File: src/rtl/seq_det_pkg.sv
// rtl/seq_det_pkg.sv - shared types and pattern constants for the sequence-detect arbiter
//
// Holds the arbiter FSM states, the detector states and the detected pattern.
// S<k> means the last k input bits equal the first k bits of PATTERN.

package seq_det_pkg;

    typedef enum logic [1:0] {
        IDLE,
        SHIFT,
        DONE
    } arb_state_t;

    typedef enum logic [2:0] {
        S0,
        S1,
        S2,
        S3,
        S4
    } det_state_t;

    localparam int PAT_LEN = 5;
    localparam logic [PAT_LEN-1:0] PATTERN = 5'b11011;

endpackage

File: src/rtl/seq_det_arbiter_if.sv
// rtl/seq_det_arbiter_if.sv - requester/result bundle between word producers and the arbiter
//
// Signals:
//   req        per-requester request level
//   req_data   requester i word at [i*FRAME_LEN +: FRAME_LEN]
//   gnt        one-hot grant pulse, cycle after capture
//   busy       frame in flight, capture edge through done cycle
//   done       one-cycle result strobe
//   done_id    index of finished requester
//   match_cnt  saturating detection count
//   match_map  per-bit hit map (only with SEQ_DET_ARBITER_MATCH_MAP_EN)
// Modports: master = requester side, slave = arbiter side.

interface seq_det_arbiter_if #(
    parameter int N_REQ     = 4,
    parameter int FRAME_LEN = 16,
    parameter int CNT_W     = 4
);
    localparam int ID_W = $clog2(N_REQ);

    logic [N_REQ-1:0]           req;
    logic [N_REQ*FRAME_LEN-1:0] req_data;
    logic [N_REQ-1:0]           gnt;
    logic                       busy;
    logic                       done;
    logic [ID_W-1:0]            done_id;
    logic [CNT_W-1:0]           match_cnt;

`ifdef SEQ_DET_ARBITER_MATCH_MAP_EN
    logic [FRAME_LEN-1:0]       match_map;

    modport master (
        output req, req_data,
        input  gnt, busy, done, done_id, match_cnt, match_map
    );

    modport slave (
        input  req, req_data,
        output gnt, busy, done, done_id, match_cnt, match_map
    );
`else
    modport master (
        output req, req_data,
        input  gnt, busy, done, done_id, match_cnt
    );

    modport slave (
        input  req, req_data,
        output gnt, busy, done, done_id, match_cnt
    );
`endif

endinterface

File: src/rtl/seq_det_core.sv
// rtl/seq_det_core.sv - overlapping Mealy detector for PATTERN (11011)
//
// Ports:
//   clk, rst_n  clock, asynchronous active-low reset
//   clr         synchronous clear to S0 (frame start), wins over en
//   en          consume din this cycle
//   din         serial input bit
//   hit         combinational: en && this bit completes the pattern

module seq_det_core
    import seq_det_pkg::*;
(
    input  logic clk,
    input  logic rst_n,
    input  logic clr,
    input  logic en,
    input  logic din,
    output logic hit
);

    det_state_t state;
    det_state_t state_next;

    // On a mismatch, fall back to the longest pattern prefix that is still a
    // suffix of the bits seen; after a full match "11" is that suffix.
    always_comb begin
        state_next = state;
        hit        = 1'b0;
        if (en) begin
            case (state)
                S0: state_next = (din == PATTERN[PAT_LEN-1]) ? S1 : S0;
                S1: state_next = (din == PATTERN[3]) ? S2 : S0;
                S2: state_next = (din == PATTERN[2]) ? S3 : S2;
                S3: state_next = (din == PATTERN[1]) ? S4 : S0;
                S4: begin
                    if (din == PATTERN[0]) begin
                        hit        = 1'b1;
                        state_next = S2;
                    end else begin
                        state_next = S0;
                    end
                end
                default: state_next = S0;
            endcase
        end
    end

    always_ff @(posedge clk or negedge rst_n) begin
        if (!rst_n) begin
            state <= S0;
        end else if (clr) begin
            state <= S0;
        end else begin
            state <= state_next;
        end
    end

endmodule

File: src/rtl/seq_det_arbiter.sv
// rtl/seq_det_arbiter.sv - round-robin arbiter sharing one 11011 detector among N_REQ word producers
//
// Ports:
//   clk    clock, all state changes on rising edge
//   rst_n  asynchronous active-low reset, aborts any frame in flight
//   bus    seq_det_arbiter_if.slave: req/req_data in; gnt/busy/done/done_id/match_cnt out
// Optional: SEQ_DET_ARBITER_MATCH_MAP_EN adds bus.match_map (per-bit hit map, MSB-first aligned).
//
// A captured word is shifted MSB-first through the detector, one bit per cycle;
// done reports the saturating hit count. One IDLE cycle always separates frames.

module seq_det_arbiter
    import seq_det_pkg::*;
#(
    parameter int N_REQ     = 4,
    parameter int FRAME_LEN = 16,
    parameter int CNT_W     = 4
) (
    input  logic             clk,
    input  logic             rst_n,
    seq_det_arbiter_if.slave bus
);

    localparam int ID_W = $clog2(N_REQ);
    localparam int BC_W = $clog2(FRAME_LEN);
    localparam logic [ID_W-1:0] LAST_RST = ID_W'(N_REQ - 1);
    localparam logic [BC_W-1:0] BC_LAST  = BC_W'(FRAME_LEN - 1);

    arb_state_t           state;
    logic [FRAME_LEN-1:0] shreg;
    logic [BC_W-1:0]      bit_cnt;
    logic [ID_W-1:0]      last_id;
    logic [ID_W-1:0]      done_id_q;
    logic [N_REQ-1:0]     gnt_q;
    logic                 busy_q;
    logic                 done_q;
    logic [CNT_W-1:0]     match_cnt_q;
`ifdef SEQ_DET_ARBITER_MATCH_MAP_EN
    logic [FRAME_LEN-1:0] match_map_q;
`endif

    logic [FRAME_LEN-1:0] words [N_REQ];
    logic [ID_W-1:0]      winner;
    logic [ID_W-1:0]      cand;
    logic                 found;
    logic                 capture;
    logic                 hit;

    for (genvar g = 0; g < N_REQ; g++) begin : g_words
        assign words[g] = bus.req_data[g*FRAME_LEN +: FRAME_LEN];
    end

    // Scan from the requester after the last winner, wrapping once around.
    always_comb begin
        winner = last_id;
        cand   = '0;
        found  = 1'b0;
        for (int k = 1; k <= N_REQ; k++) begin
            cand = ID_W'((int'(last_id) + k) % N_REQ);
            if (!found && bus.req[cand]) begin
                winner = cand;
                found  = 1'b1;
            end
        end
    end

    assign capture = (state == IDLE) && (|bus.req);

    seq_det_core u_core (
        .clk   (clk),
        .rst_n (rst_n),
        .clr   (capture),
        .en    (state == SHIFT),
        .din   (shreg[FRAME_LEN-1]),
        .hit   (hit)
    );

    always_ff @(posedge clk or negedge rst_n) begin
        if (!rst_n) begin
            state       <= IDLE;
            shreg       <= '0;
            bit_cnt     <= '0;
            last_id     <= LAST_RST;
            done_id_q   <= '0;
            gnt_q       <= '0;
            busy_q      <= 1'b0;
            done_q      <= 1'b0;
            match_cnt_q <= '0;
`ifdef SEQ_DET_ARBITER_MATCH_MAP_EN
            match_map_q <= '0;
`endif
        end else begin
            gnt_q  <= '0;
            done_q <= 1'b0;
            case (state)
                IDLE: begin
                    if (capture) begin
                        shreg       <= words[winner];
                        gnt_q       <= N_REQ'(1) << winner;
                        busy_q      <= 1'b1;
                        bit_cnt     <= '0;
                        match_cnt_q <= '0;
                        last_id     <= winner;
`ifdef SEQ_DET_ARBITER_MATCH_MAP_EN
                        match_map_q <= '0;
`endif
                        state       <= SHIFT;
                    end
                end
                SHIFT: begin
                    shreg   <= {shreg[FRAME_LEN-2:0], 1'b0};
                    bit_cnt <= bit_cnt + 1'b1;
                    if (hit && (match_cnt_q != '1)) begin
                        match_cnt_q <= match_cnt_q + 1'b1;
                    end
`ifdef SEQ_DET_ARBITER_MATCH_MAP_EN
                    // Map bit k lines up with frame bit k: bit_cnt 0 is the MSB.
                    if (hit) begin
                        match_map_q[BC_LAST - bit_cnt] <= 1'b1;
                    end
`endif
                    if (bit_cnt == BC_LAST) begin
                        done_q    <= 1'b1;
                        done_id_q <= last_id;
                        state     <= DONE;
                    end
                end
                DONE: begin
                    busy_q <= 1'b0;
                    state  <= IDLE;
                end
                default: state <= IDLE;
            endcase
        end
    end

    assign bus.gnt       = gnt_q;
    assign bus.busy      = busy_q;
    assign bus.done      = done_q;
    assign bus.done_id   = done_id_q;
    assign bus.match_cnt = match_cnt_q;
`ifdef SEQ_DET_ARBITER_MATCH_MAP_EN
    assign bus.match_map = match_map_q;
`endif

endmodule

File: src/flat_wrapper.sv
// flat-port wrapper written by rule: the top's interface ports become plain ports
module seq_det_arbiter_flat import seq_det_pkg::*;
#(
    parameter int N_REQ     = 4,
    parameter int FRAME_LEN = 16,
    parameter int CNT_W     = 4
)
  (clk, rst_n, bus_req, bus_req_data, bus_gnt, bus_busy, bus_done, bus_done_id, bus_match_cnt);
  seq_det_arbiter_if #(.N_REQ(N_REQ), .FRAME_LEN(FRAME_LEN), .CNT_W(CNT_W)) bus_i ();
  input  logic clk;
  input  logic rst_n;
  input wire logic [$bits(bus_i.req)-1:0] bus_req;
  input wire logic [$bits(bus_i.req_data)-1:0] bus_req_data;
  output wire logic [$bits(bus_i.gnt)-1:0] bus_gnt;
  output wire logic [$bits(bus_i.busy)-1:0] bus_busy;
  output wire logic [$bits(bus_i.done)-1:0] bus_done;
  output wire logic [$bits(bus_i.done_id)-1:0] bus_done_id;
  output wire logic [$bits(bus_i.match_cnt)-1:0] bus_match_cnt;
  assign bus_i.req = bus_req;
  assign bus_i.req_data = bus_req_data;
  assign bus_gnt = bus_i.gnt;
  assign bus_busy = bus_i.busy;
  assign bus_done = bus_i.done;
  assign bus_done_id = bus_i.done_id;
  assign bus_match_cnt = bus_i.match_cnt;
  seq_det_arbiter #(.N_REQ(N_REQ), .FRAME_LEN(FRAME_LEN), .CNT_W(CNT_W)) u_core (.clk(clk), .rst_n(rst_n), .bus(bus_i));
endmodule
File: config.mk
export PLATFORM = sky130hd
export DESIGN_NAME = seq_det_arbiter_flat
export DESIGN_NICKNAME = d
export VERILOG_FILES = /design/src/rtl/seq_det_pkg.sv /design/src/rtl/seq_det_arbiter_if.sv /design/src/rtl/seq_det_core.sv /design/src/rtl/seq_det_arbiter.sv /design/src/flat_wrapper.sv
export SDC_FILE = /design/constraint.sdc
export NUM_CORES = 1
export LEC_CHECK = 0
export ABC_AREA = 1
export CELL_PAD_IN_SITES_DETAIL_PLACEMENT = 0
export CELL_PAD_IN_SITES_GLOBAL_PLACEMENT = 1
export CORE_MARGIN = 10
export CORE_UTILIZATION = 35
export DETAILED_ROUTE_END_ITERATION = 10
export GPL_TIMING_DRIVEN = 0
export PLACE_DENSITY = 0.88
export REMOVE_ABC_BUFFERS = 1
export SETUP_SLACK_MARGIN = 0.02
export SLEW_MARGIN = 20
export SYNTH_ARGS = -nofsm -noshare
export SYNTH_HDL_FRONTEND = slang
export SYNTH_SLANG_ARGS = --single-unit
File: constraint.sdc
create_clock -name clk -period 5.2 [get_ports clk]
set_clock_uncertainty 0.15 [all_clocks]
set_input_delay 0.52 -clock clk [delete_from_list [all_inputs] [get_ports clk]]
set_output_delay 0.52 -clock clk [all_outputs]
set_load 0.03 [all_outputs]
==> results.yml <==
yosys:
  ys_types: 31
  synthXorXnorAreaFrac: 0
  syn_area_mm2: 0.00265
  avgSynthCellArea_um2: 7.11
  synth-simple-area-share: 0.412
  synthMuxAreaShare: 0
  ys_seq_area_frac: 0.370
  ys_warn_count: 0
  syn-instance-count: 372
  synth-compound-area-share: 0.0870
  synth-adder-area-share: 0.00946
  synth_top_family_by_area: "simple AND/OR/NAND/NOR gates"
  yosys_register_bits: 39
sta:
  setup_viol: 0
  period_needed_ps: 2860
  finalSetupTns_ps: 0
  worst_hold_slack_ps: 351
  fin_crit_sh: 0.551
  worstMarginPinSlew_ps: 754
  max_freq_ghz: 0.349
  rsz0062_at_grt: "no"
  slew_violations: 0
  hold_viol_final: 0
  timing.final.ws_setup_ps: 2340
  max_slew_margin: 0.497
setup_path:
  critPathLaunchType: "input pin"
  crit_path_end_kind: "register"
  worstPathMaxFanout: 21
  crit_arrival_ps: 2950
  critical_path_class: "in -> reg"
  cp.required_ps: 5290
die:
  die_w_um: 107
  design.core.area_mm2: 0.00729
  pin_count: 82
  fp-row-count: 31
  die_y_um: 107
  dieArea_mm2: 0.0114
  initial_core_util: 0.363
pwr:
  leakage_nw: 1.68
  p_clk_frac: 0.091
  peakVddDrop_v: 0.000226
  p_switching_mw: 1.23
  switching_share: 0.532
  combPwrFrac: 0.688
  powerDensity_mw_per_mm2: 646
  p_int_mw: 1.08
  p_seq_frac: 0.222
min_path:
  min_path_type: "reg -> reg"
global_routing:
  grt_use_total: 0.126
  first_global_vias: 2632
  grt_overflow_total: 0
  antenna_found_initial: 0
  grt_pass1_wl_um: 12100
  grt_max_degree: 33
cells_and_area:
  fin_cells: 547
  drive_gt1_frac: 0.0960
  antenna_cells: 0
  final.fill_count: 743
  multi_input_area_mm2: 0.00134
  areaGrowthSynthToFinish_pct: 35.3
  fin_nets: 519
  regArea_um2: 978
  final_util: 0.491
drt:
  dr.pass1.iters: 4
  drc_errors: 0
  drtIter0Drc: 107
  drt_wl_total_um: 7100
  wl_per_cell_um: 13.0
  vias: 2572
  viasPerCell: 4.70
  ant_nets: 0
place:
  dp_cells: 538
  hpwlAfterDp_um: 5460
  place_ws_ps: 1970
  io_buffer_count: 81
  gp_congestion: 0.761
clock_tree:
  clk_latency_ps: 290
  cts_tree: "built"
  numCtsBuffers: 5
  post-cts-setup-buffers: 0
  cts-root-buf: "clkbuf_8"
  clock-sinks: 39
  clk_pin_slew_ps: 80
  cts_max_level: 2
  cts_buffer_depth: 2
outcome:
  status: "finished clean"
flow_run:
  cap_violations: 0
-- Yosys cell counts --
cell type	instances	area (um^2)
o21ai_2	1	8.76
o21ai_0	12	60.1
ha_1	2	25.0
a22o_1	1	8.76
nor2_1	15	56.3
inv_2	2	7.51
a21oi_1	10	50.1
dfstp_2	2	52.6
inv_1	48	180
a31oi_1	1	6.26
inv_4	1	6.26
nand2_1	108	405
clkbuf_1	2	7.51
buf_1	1	3.75
nand3_1	68	340
nor3_1	4	20.0
o31ai_1	2	15.0
buf_4	3	22.5
nor2_4	1	11.3
buf_2	3	15.0
nand2_2	11	68.8
nand4_1	1	6.26
nand2_4	5	56.3
o22ai_1	13	81.3
or2_4	1	8.76
nand3_4	2	35.0
buf_12	1	20.0
dfrtp_1	37	926
clkinv_1	1	3.75
buf_6	5	56.3
nand3_2	8	80.1
-- worst max-delay path, cell delays in order --
cell,delay (ps)
clkdlybuf4s50_1,440
nor2_1,120
nand3_1,90
nand3_1,240
inv_1,410
nor2_4,300
clkinv_1,410
o21ai_0,290
inv_1,60
nand2_1,60
-- logic make-up (layout without fill, tap and decap cells) --
kind of cell	Yosys count	after routing
compound gates	40	40
fa+ha+maj	2	2
buf+inv	67	143
flops	39	39
simple gates	224	224
-- cell usage in the layout, fill, tap and decap left out, types with 2 or more instances in the layout --
master	n
clkdlybuf4s50_1	80
o31ai_1	2
a21oi_1	10
o21ai_0	12
o22ai_1	13
nand3_2	8
nand3_1	68
inv_1	48
ha_1	2
nand2_1	108
dfrtp_1	37
nand3_4	2
nand2_2	11
inv_2	2
clkbuf_8	6
nor2_1	15
nand2_4	5
nor3_1	4
dfstp_2	2
-- registers in the layout (all words and copies together) (netlist names), 2 cells and up --
| name | cells |
|---|---|
| u_core.bit_cnt | 4 |
| u_core.bus.done_id | 2 |
| u_core.bus.gnt | 4 |
| u_core.bus.match_cnt | 4 |
| u_core.last_id | 2 |
| u_core.shreg | 16 |
| u_core.state | 2 |
| u_core.u_core.state | 3 |
-- final timing paths --
| check | end | cells past startpoint | slack (ps) | start |
|---|---|---|---|---|
| max | u_core.shreg[1] | 10 | 2340 | bus_req[0] |
| min | u_core.bit_cnt[3] | 1 | 350 | u_core.bit_cnt[3] |
| max reg2reg | u_core.shreg[12] | 12 | 2690 | u_core.last_id[0] |
| min reg2reg | u_core.bit_cnt[3] | 1 | 350 | u_core.bit_cnt[3] |
| max in group asynchronous | u_core.shreg[9] | 3 | 3920 | rst_n |
| min in group asynchronous | u_core.bus.match_cnt[0] | 2 | 540 | rst_n |
-- layout make-up --
class	count	share of cell area
Clock buffer	7	0.0241
Sequential cell	39	0.273
Tap cell	99	0.0346
Timing Repair Buffer	83	0.236
Multi-Input combinational cell	266	0.376
Inverter	52	0.0552
Clock inverter	1	0.00140
-- repair_timing --
item / in CTS / in global routing
endpoints found under the setup margin: 0 / 0
hold buffers: 1 / 0
resized for setup: 0 / 0
hold endpoints to repair: 1 / 0
-- per-stage QoR --
step | power [mW] | instance area, um^2
2_1_floorplan | 1.70 | 2520
3_3_place_gp | 2.10 | 3450
3_5_place_dp | 2.14 | 3480
4_1_cts | 2.35 | 3580
5_1_grt | 2.58 | 3580
6_report | 2.31 | 3580
-- power by group through the flow --
stage | combinational, mW | clock [mW] | sequential [mW]
final | 1.59 | 0.210 | 0.513
after global routing | 1.82 | 0.228 | 0.531
after CTS | 1.63 | 0.215 | 0.513
after detailed placement | 1.62 | 0 | 0.519
after global placement | 1.59 | 0 | 0.515
after floorplan | 1.14 | 0 | 0.559
-- per-layer routing --
layer | vias to the layer above | track usage | wire length, um
met5 | - | 0 | 0
met4 | 0 | 0.0377 | 75
met3 | 8 | 0.0419 | 515
met2 | 65 | 0.217 | 3370
met1 | 1147 | 0.146 | 3140
li1 | 1352 | - | -
No activity file was read; power rests on OpenSTA's default activity.
